$ cat src/rtl/if_fetch_unit.sv
`default_nettype none
// ============================================================================
// Module   : if_fetch_unit
// Brief    : Instruction fetch unit with one outstanding memory read, a
//            circular fetch queue, branch redirect and halt on zero instruction.
// Revision : 1.0 - initial release
// ============================================================================
module if_fetch_unit #(
  parameter int                PC_L     = 32,
  parameter int                INST_L   = 32,
  parameter int                FQ_DEPTH = 4,
  parameter logic [PC_L-1:0]   PC_ENTRY = 32'h00000000
) (
  input  logic                          clk,
  input  logic                          rst,
  input  logic                          redirect,
  input  logic [PC_L-1:0]               redirect_pc,
  output logic                          mem_req,
  output logic [PC_L-1:0]               mem_addr,
  input  logic                          mem_gnt,
  input  logic                          mem_rvalid,
  input  logic [INST_L-1:0]             mem_rdata,
  output logic                          out_valid,
  input  logic                          out_ready,
  output logic [INST_L-1:0]             out_inst,
  output logic [PC_L-1:0]               out_pc,
  output logic                          halted,
  output logic [$clog2(FQ_DEPTH+1)-1:0] fq_count
);

  localparam int               c_PTR_W  = $clog2(FQ_DEPTH);
  localparam int               c_CNT_W  = $clog2(FQ_DEPTH + 1);
  localparam logic [PC_L-1:0]  c_PC_INC = PC_L'(4);
  localparam logic [c_CNT_W-1:0] c_FULL = c_CNT_W'(FQ_DEPTH);

  typedef enum logic [1:0] {
    S_FETCH = 2'd0,
    S_WAIT  = 2'd1,
    S_HALT  = 2'd2
  } state_t;

  state_t               r_state;
  state_t               w_state_nxt;
  logic [PC_L-1:0]      r_pc;
  logic [PC_L-1:0]      w_pc_nxt;
  logic [PC_L-1:0]      r_pc_req;
  logic [PC_L-1:0]      w_pc_req_nxt;
  logic                 r_drop;
  logic                 w_drop_nxt;

  logic [c_PTR_W-1:0]   r_wptr;
  logic [c_PTR_W-1:0]   r_rptr;
  logic [c_CNT_W-1:0]   r_count;
  logic [INST_L-1:0]    r_q_inst [FQ_DEPTH];
  logic [PC_L-1:0]      r_q_pc   [FQ_DEPTH];

  logic                 w_full;
  logic                 w_nonempty;
  logic                 w_issue;
  logic                 w_enq;
  logic                 w_deq;
  logic [PC_L-1:0]      w_redirect_target;
  logic                 w_unused_ok;

  assign w_full            = (r_count == c_FULL);
  assign w_nonempty        = (r_count != '0);
  assign w_redirect_target = {redirect_pc[PC_L-1:2], 2'b00};
  assign w_unused_ok       = ^redirect_pc[1:0];

  // Request is masked during reset so nothing leaks out while rst is held.
  assign mem_req   = (r_state == S_FETCH) & ~w_full & ~redirect & ~rst;
  assign mem_addr  = r_pc;
  assign w_issue   = mem_req & mem_gnt;

  assign out_valid = w_nonempty & ~redirect;
  assign out_inst  = w_nonempty ? r_q_inst[r_rptr] : '0;
  assign out_pc    = w_nonempty ? r_q_pc[r_rptr]   : '0;
  assign w_deq     = out_valid & out_ready;
  assign halted    = (r_state == S_HALT);
  assign fq_count  = r_count;

  always_comb begin
    w_state_nxt  = r_state;
    w_pc_nxt     = r_pc;
    w_pc_req_nxt = r_pc_req;
    w_drop_nxt   = r_drop;
    w_enq        = 1'b0;
    if (redirect) begin
      w_pc_nxt = w_redirect_target;
      // An in-flight read must still be absorbed; if it lands this very
      // cycle it is simply discarded and no drop is armed.
      if ((r_state == S_WAIT) && !mem_rvalid) begin
        w_drop_nxt  = 1'b1;
        w_state_nxt = S_WAIT;
      end else begin
        w_drop_nxt  = 1'b0;
        w_state_nxt = S_FETCH;
      end
    end else begin
      case (r_state)
        S_FETCH: begin
          if (w_issue) begin
            w_pc_req_nxt = r_pc;
            w_pc_nxt     = r_pc + c_PC_INC;
            w_state_nxt  = S_WAIT;
          end
        end
        S_WAIT: begin
          if (mem_rvalid) begin
            if (r_drop) begin
              w_drop_nxt  = 1'b0;
              w_state_nxt = S_FETCH;
            end else if (mem_rdata == '0) begin
              w_state_nxt = S_HALT;
            end else begin
              w_enq       = 1'b1;
              w_state_nxt = S_FETCH;
            end
          end
        end
        S_HALT:  w_state_nxt = S_HALT;
        default: w_state_nxt = S_FETCH;
      endcase
    end
  end

  always_ff @(posedge clk or posedge rst) begin
    if (rst) begin
      r_state  <= S_FETCH;
      r_pc     <= PC_ENTRY;
      r_pc_req <= '0;
      r_drop   <= 1'b0;
    end else begin
      r_state  <= w_state_nxt;
      r_pc     <= w_pc_nxt;
      r_pc_req <= w_pc_req_nxt;
      r_drop   <= w_drop_nxt;
    end
  end

  // Pointers wrap naturally because FQ_DEPTH is a power of two.
  always_ff @(posedge clk or posedge rst) begin
    if (rst) begin
      r_wptr  <= '0;
      r_rptr  <= '0;
      r_count <= '0;
    end else if (redirect) begin
      r_wptr  <= '0;
      r_rptr  <= '0;
      r_count <= '0;
    end else begin
      if (w_enq) r_wptr <= r_wptr + 1'b1;
      if (w_deq) r_rptr <= r_rptr + 1'b1;
      case ({w_enq, w_deq})
        2'b10:   r_count <= r_count + 1'b1;
        2'b01:   r_count <= r_count - 1'b1;
        default: r_count <= r_count;
      endcase
    end
  end

  always_ff @(posedge clk) begin
    if (w_enq) begin
      r_q_inst[r_wptr] <= mem_rdata;
      r_q_pc[r_wptr]   <= r_pc_req;
    end
  end

endmodule
`default_nettype wire
$ cat config.mk
export PLATFORM = sky130hd
export DESIGN_NAME = if_fetch_unit
export DESIGN_NICKNAME = d
export VERILOG_FILES = /design/src/rtl/if_fetch_unit.sv
export SDC_FILE = /design/constraint.sdc
export NUM_CORES = 1
export LEC_CHECK = 0
export ABC_AREA = 1
export CELL_PAD_IN_SITES_DETAIL_PLACEMENT = 0
export CELL_PAD_IN_SITES_GLOBAL_PLACEMENT = 2
export CORE_MARGIN = 5
export CORE_UTILIZATION = 39
export DETAILED_ROUTE_END_ITERATION = 16
export GPL_TIMING_DRIVEN = 0
export PLACE_DENSITY_LB_ADDON = 0.05
export SLEW_MARGIN = 20
export SYNTH_ARGS = -nofsm -noshare
export SYNTH_HDL_FRONTEND = slang
export SYNTH_SLANG_ARGS = --single-unit
$ cat constraint.sdc
create_clock -name clk -period 9.9 [get_ports clk]
set_clock_uncertainty 0.15 [all_clocks]
set_input_delay 1.98 -clock clk [delete_from_list [all_inputs] [get_ports clk]]
set_output_delay 1.98 -clock clk [all_outputs]
set_load 0.01 [all_outputs]
==> impl_results.md <==
* CTS resizes at 0
* Largest family of logic cells by synthesized area: simple AND/OR/NAND/NOR gates
* Synth Area in Compound Gates at 10.2%
* 1st-iter DRT viols at approximately 470
* Die W at around 200 um
* WHS Path Cells at 0
* Commonest non-fill, non-tap cell in the layout: nor2_1
* Pin count of the biggest net entering global routing at 42
* WS Path Type: in -> out
* All-layer global routing usage at 19.4%
* Wire length on met1 at between 15000 and 20000 um
* Asr flop ratio synth at 22.0%
* Initial Utilization at roughly 39%
* MaxCap Viol Count at 0
* Layout cell share with drive strength beyond 1 at 7.65%
* Initial antenna violation count at 0
* Leakage at about 6.4 nW
* Inst Count DP at 1911
* Mux share of post-synthesis cell area at 0%
* Vias/cell at 4.90
* Clock sinks at 318
* Area growth, synth to finish at 27.0%
* CP max stage cell: clkdlybuf4s50_1
* FP Rows at 68
* Clk buf depth at 3
* Drt pass-1 iters at 5
* Post-synth EDFFs at 248
* Crit-path max cell delay at roughly 0.54 ns
* Fin crit period at approximately 5.6 ns
* Worst EP arrival at ~3.4 ns
* Input/output buffers at 165
* CTS Buf Count at 35
* Mapped Area at around 14000 um^2
* Io pins at approximately 170
* Uppermost layer routed: met4
* Cts hold-fix bufs at 0
* WL met3 at 1840 um
* Worst EP required at 7.77 ns
* Placement Setup Slack at 4.33 ns
* Simple-gate share of the synthesized area at between 10% and 20%
* Seq/Total Area, Yosys at 67.7%
* Crit. End Element: primary output
* Antenna diodes at 0
* Depth of the most critical reg-to-reg path at 7
* Total global routing overflow at 0
* # Post-CTS Setup Buffers at 0
* Post-DRT Antenna Nets at 0
* Die ar. at 38700 um^2
* Most frequent cells in the layout: nor2_1 (285), edfxtp_1 (248), clkdlybuf4s50_1 (165)
* Total core area at approximately 34000 um^2
* CTS tree: done
* Switching share of power at between 20 and 30%
* Max_slew headroom at between 40% and 50%
* Final WS setup at about 4.3 ns
* Clock Latency Late Sink at roughly 0.5 ns
* Met2 WL at between 15000 and 20000 um
* Commonest register cell after synthesis: edfxtp_1
* Adder-Cell Fraction of Synth Area at less than 1%
* Register share of total power at a little under half
* Avg Inst Size Synth at 10.7 um^2
* Critical Path Source Type: input pin
* Synth cell types at 42
* Setup TNS at 0 ns
* Final Wtd Congestion at 0.818
* Detailed placer's ending HPWL at roughly 26000 um
* Net count, final at ~1600
* Clk network pwr share at a little over a third
* Synth top area share at 54.8%
* Synth Warn # at 0
* Largest area contributor in the synthesized netlist: edfxtp_1
* Drt total wl at roughly 37000 um
* Actual slew at the worst max-slew pin at between 0.7 and 0.8 ns
* First-pass GRT wire length at around 60000 um
* Worst Hold Class: reg -> reg
* Worst hold-check slack at 0.369 ns
* Power Dens Cells at 204 nW/um^2
* Final hold viol count at 0
* Worst-path clk slew at approximately 0.06 ns
* DRC viols at 0
* Final slew viol count at 0
* Final-report setup violation count at 0
* Vias in the first global route at 10100
* H-Tree Depth at 2
* Status: finished, final reports clean
* Crit share post-route at roughly 56%
* Unrepaired setup endpoints after global routing: false
* Number of synthesized register bits at approximately 320
* Max Fclk at ~0.18 GHz
* Mapped Cells at ~1300
* Psw at about 960 uW
* CP cell instances: clkdlybuf4s50_1 > nor3_2 > nand2_1 > inv_1 > clkdlybuf4s50_1
* Drt wl/cell at 19.0 um
* Critical Path Fanout Max at 5
* Post-Layout Cell Count at around 2000
* Max IR drop VDD at around 91 uV
* Internal Power at 2.57 mW
* Die Y at slightly below 200 um
* Post-Synth XOR/XNOR Area at less than 1%
* Synth area leaders: edfxtp_1 (55%), dfrtp_1 (13%), nor2_1 (8.0%)
* Comb pwr share at roughly 18%
* Root buffer cell: clkbuf_16
* Vias post-DR at between 9000 and 10000
* Worst path most repeated cell: clkdlybuf4s50_1
## power groups by stage
stage | registers [mW] | clock network (mW) | logic [mW]
3_3_place_gp | 1.63 | 0 | 0.647
6_report | 1.60 | 1.28 | 0.642
5_1_grt | 1.61 | 1.37 | 0.716
3_5_place_dp | 1.63 | 0 | 0.655
4_1_cts | 1.60 | 1.31 | 0.658
2_1_floorplan | 1.61 | 0 | 0.311
## worst max-delay path: cells and delay by family
kind,cells,cell delay (ns)
buffers and inverters,3,1.11
AND/OR/NAND/NOR,2,0.34
## stage by stage
step	util [%]	total power [mW]	cell area, um^2
after global routing	50.1	3.70	17300
after floorplan	-	1.92	13600
after global placement	45.9	2.27	15800
final	50.1	3.53	17300
after CTS	50.1	3.57	17300
after detailed placement	46.8	2.28	16100
## sequential cells by signal, indices dropped and copies added (netlist names)
signal / count
r_pc_req: 30
r_rptr: 2
r_q_pc: 120
r_wptr: 2
mem_addr: 30
r_drop: 1
fq_count: 3
r_state: 2
r_q_inst: 128
## worst paths after layout
kind	slack, ns	start	to
max in group asynchronous	7.30	rst	r_pc_req[9]
worst max register to register	6.98	r_state[1]	r_q_inst[0][27]
min in group asynchronous	1.73	rst	r_drop
worst min-delay path	0.37	r_pc_req[21]	r_q_pc[0][21]
worst min register to register	0.37	r_pc_req[21]	r_q_pc[0][21]
worst max-delay path	4.33	redirect	mem_req
## cells by family after synthesis
group,count (synthesis)
compound gates,268
simple gates,529
other cells,1
fa+ha+maj,6
flops,318
buf+inv,148
xor+xnor,6
## final cells by class
class | count | area, um^2
Sequential cell | 318 | 9200
Tap cell | 455 | 569
Inverter | 82 | 310
Fill cell | 3181 | 17200
Multi-Input combinational cell | 813 | 3850
Timing Repair Buffer | 177 | 1920
Clock buffer | 45 | 986
Clock inverter | 15 | 149
Buffer | 66 | 277
## layer usage
metal  up-vias  GRT usage (%)
li1       4801              -
met5         -              0
met1      4577           26.0
met2       229           32.9
met4         0           4.98
met3        54           3.57
## cells in the mapped netlist (2+ instances only)
cell        n
a21oi_1    73
a22oi_1     2
a31oi_1     4
and2_1      2
buf_1       8
buf_2      11
buf_4       4
clkbuf_1   43
dfrtp_1    70
edfxtp_1  248
ha_1        5
inv_1      74
inv_2       7
nand2_1   150
nand2_2     5
nand2_4     3
nand3_1    32
nand3_2     3
nand3b_1    4
nand4_1    10
nor2_1    289
nor2_2      2
nor2_4      6
nor3_1     14
nor3_2      3
nor3_4      4
o211ai_1    8
o21ai_0   162
o21ai_1    13
xor2_1      5
No activity file was read; power rests on OpenSTA's default activity.
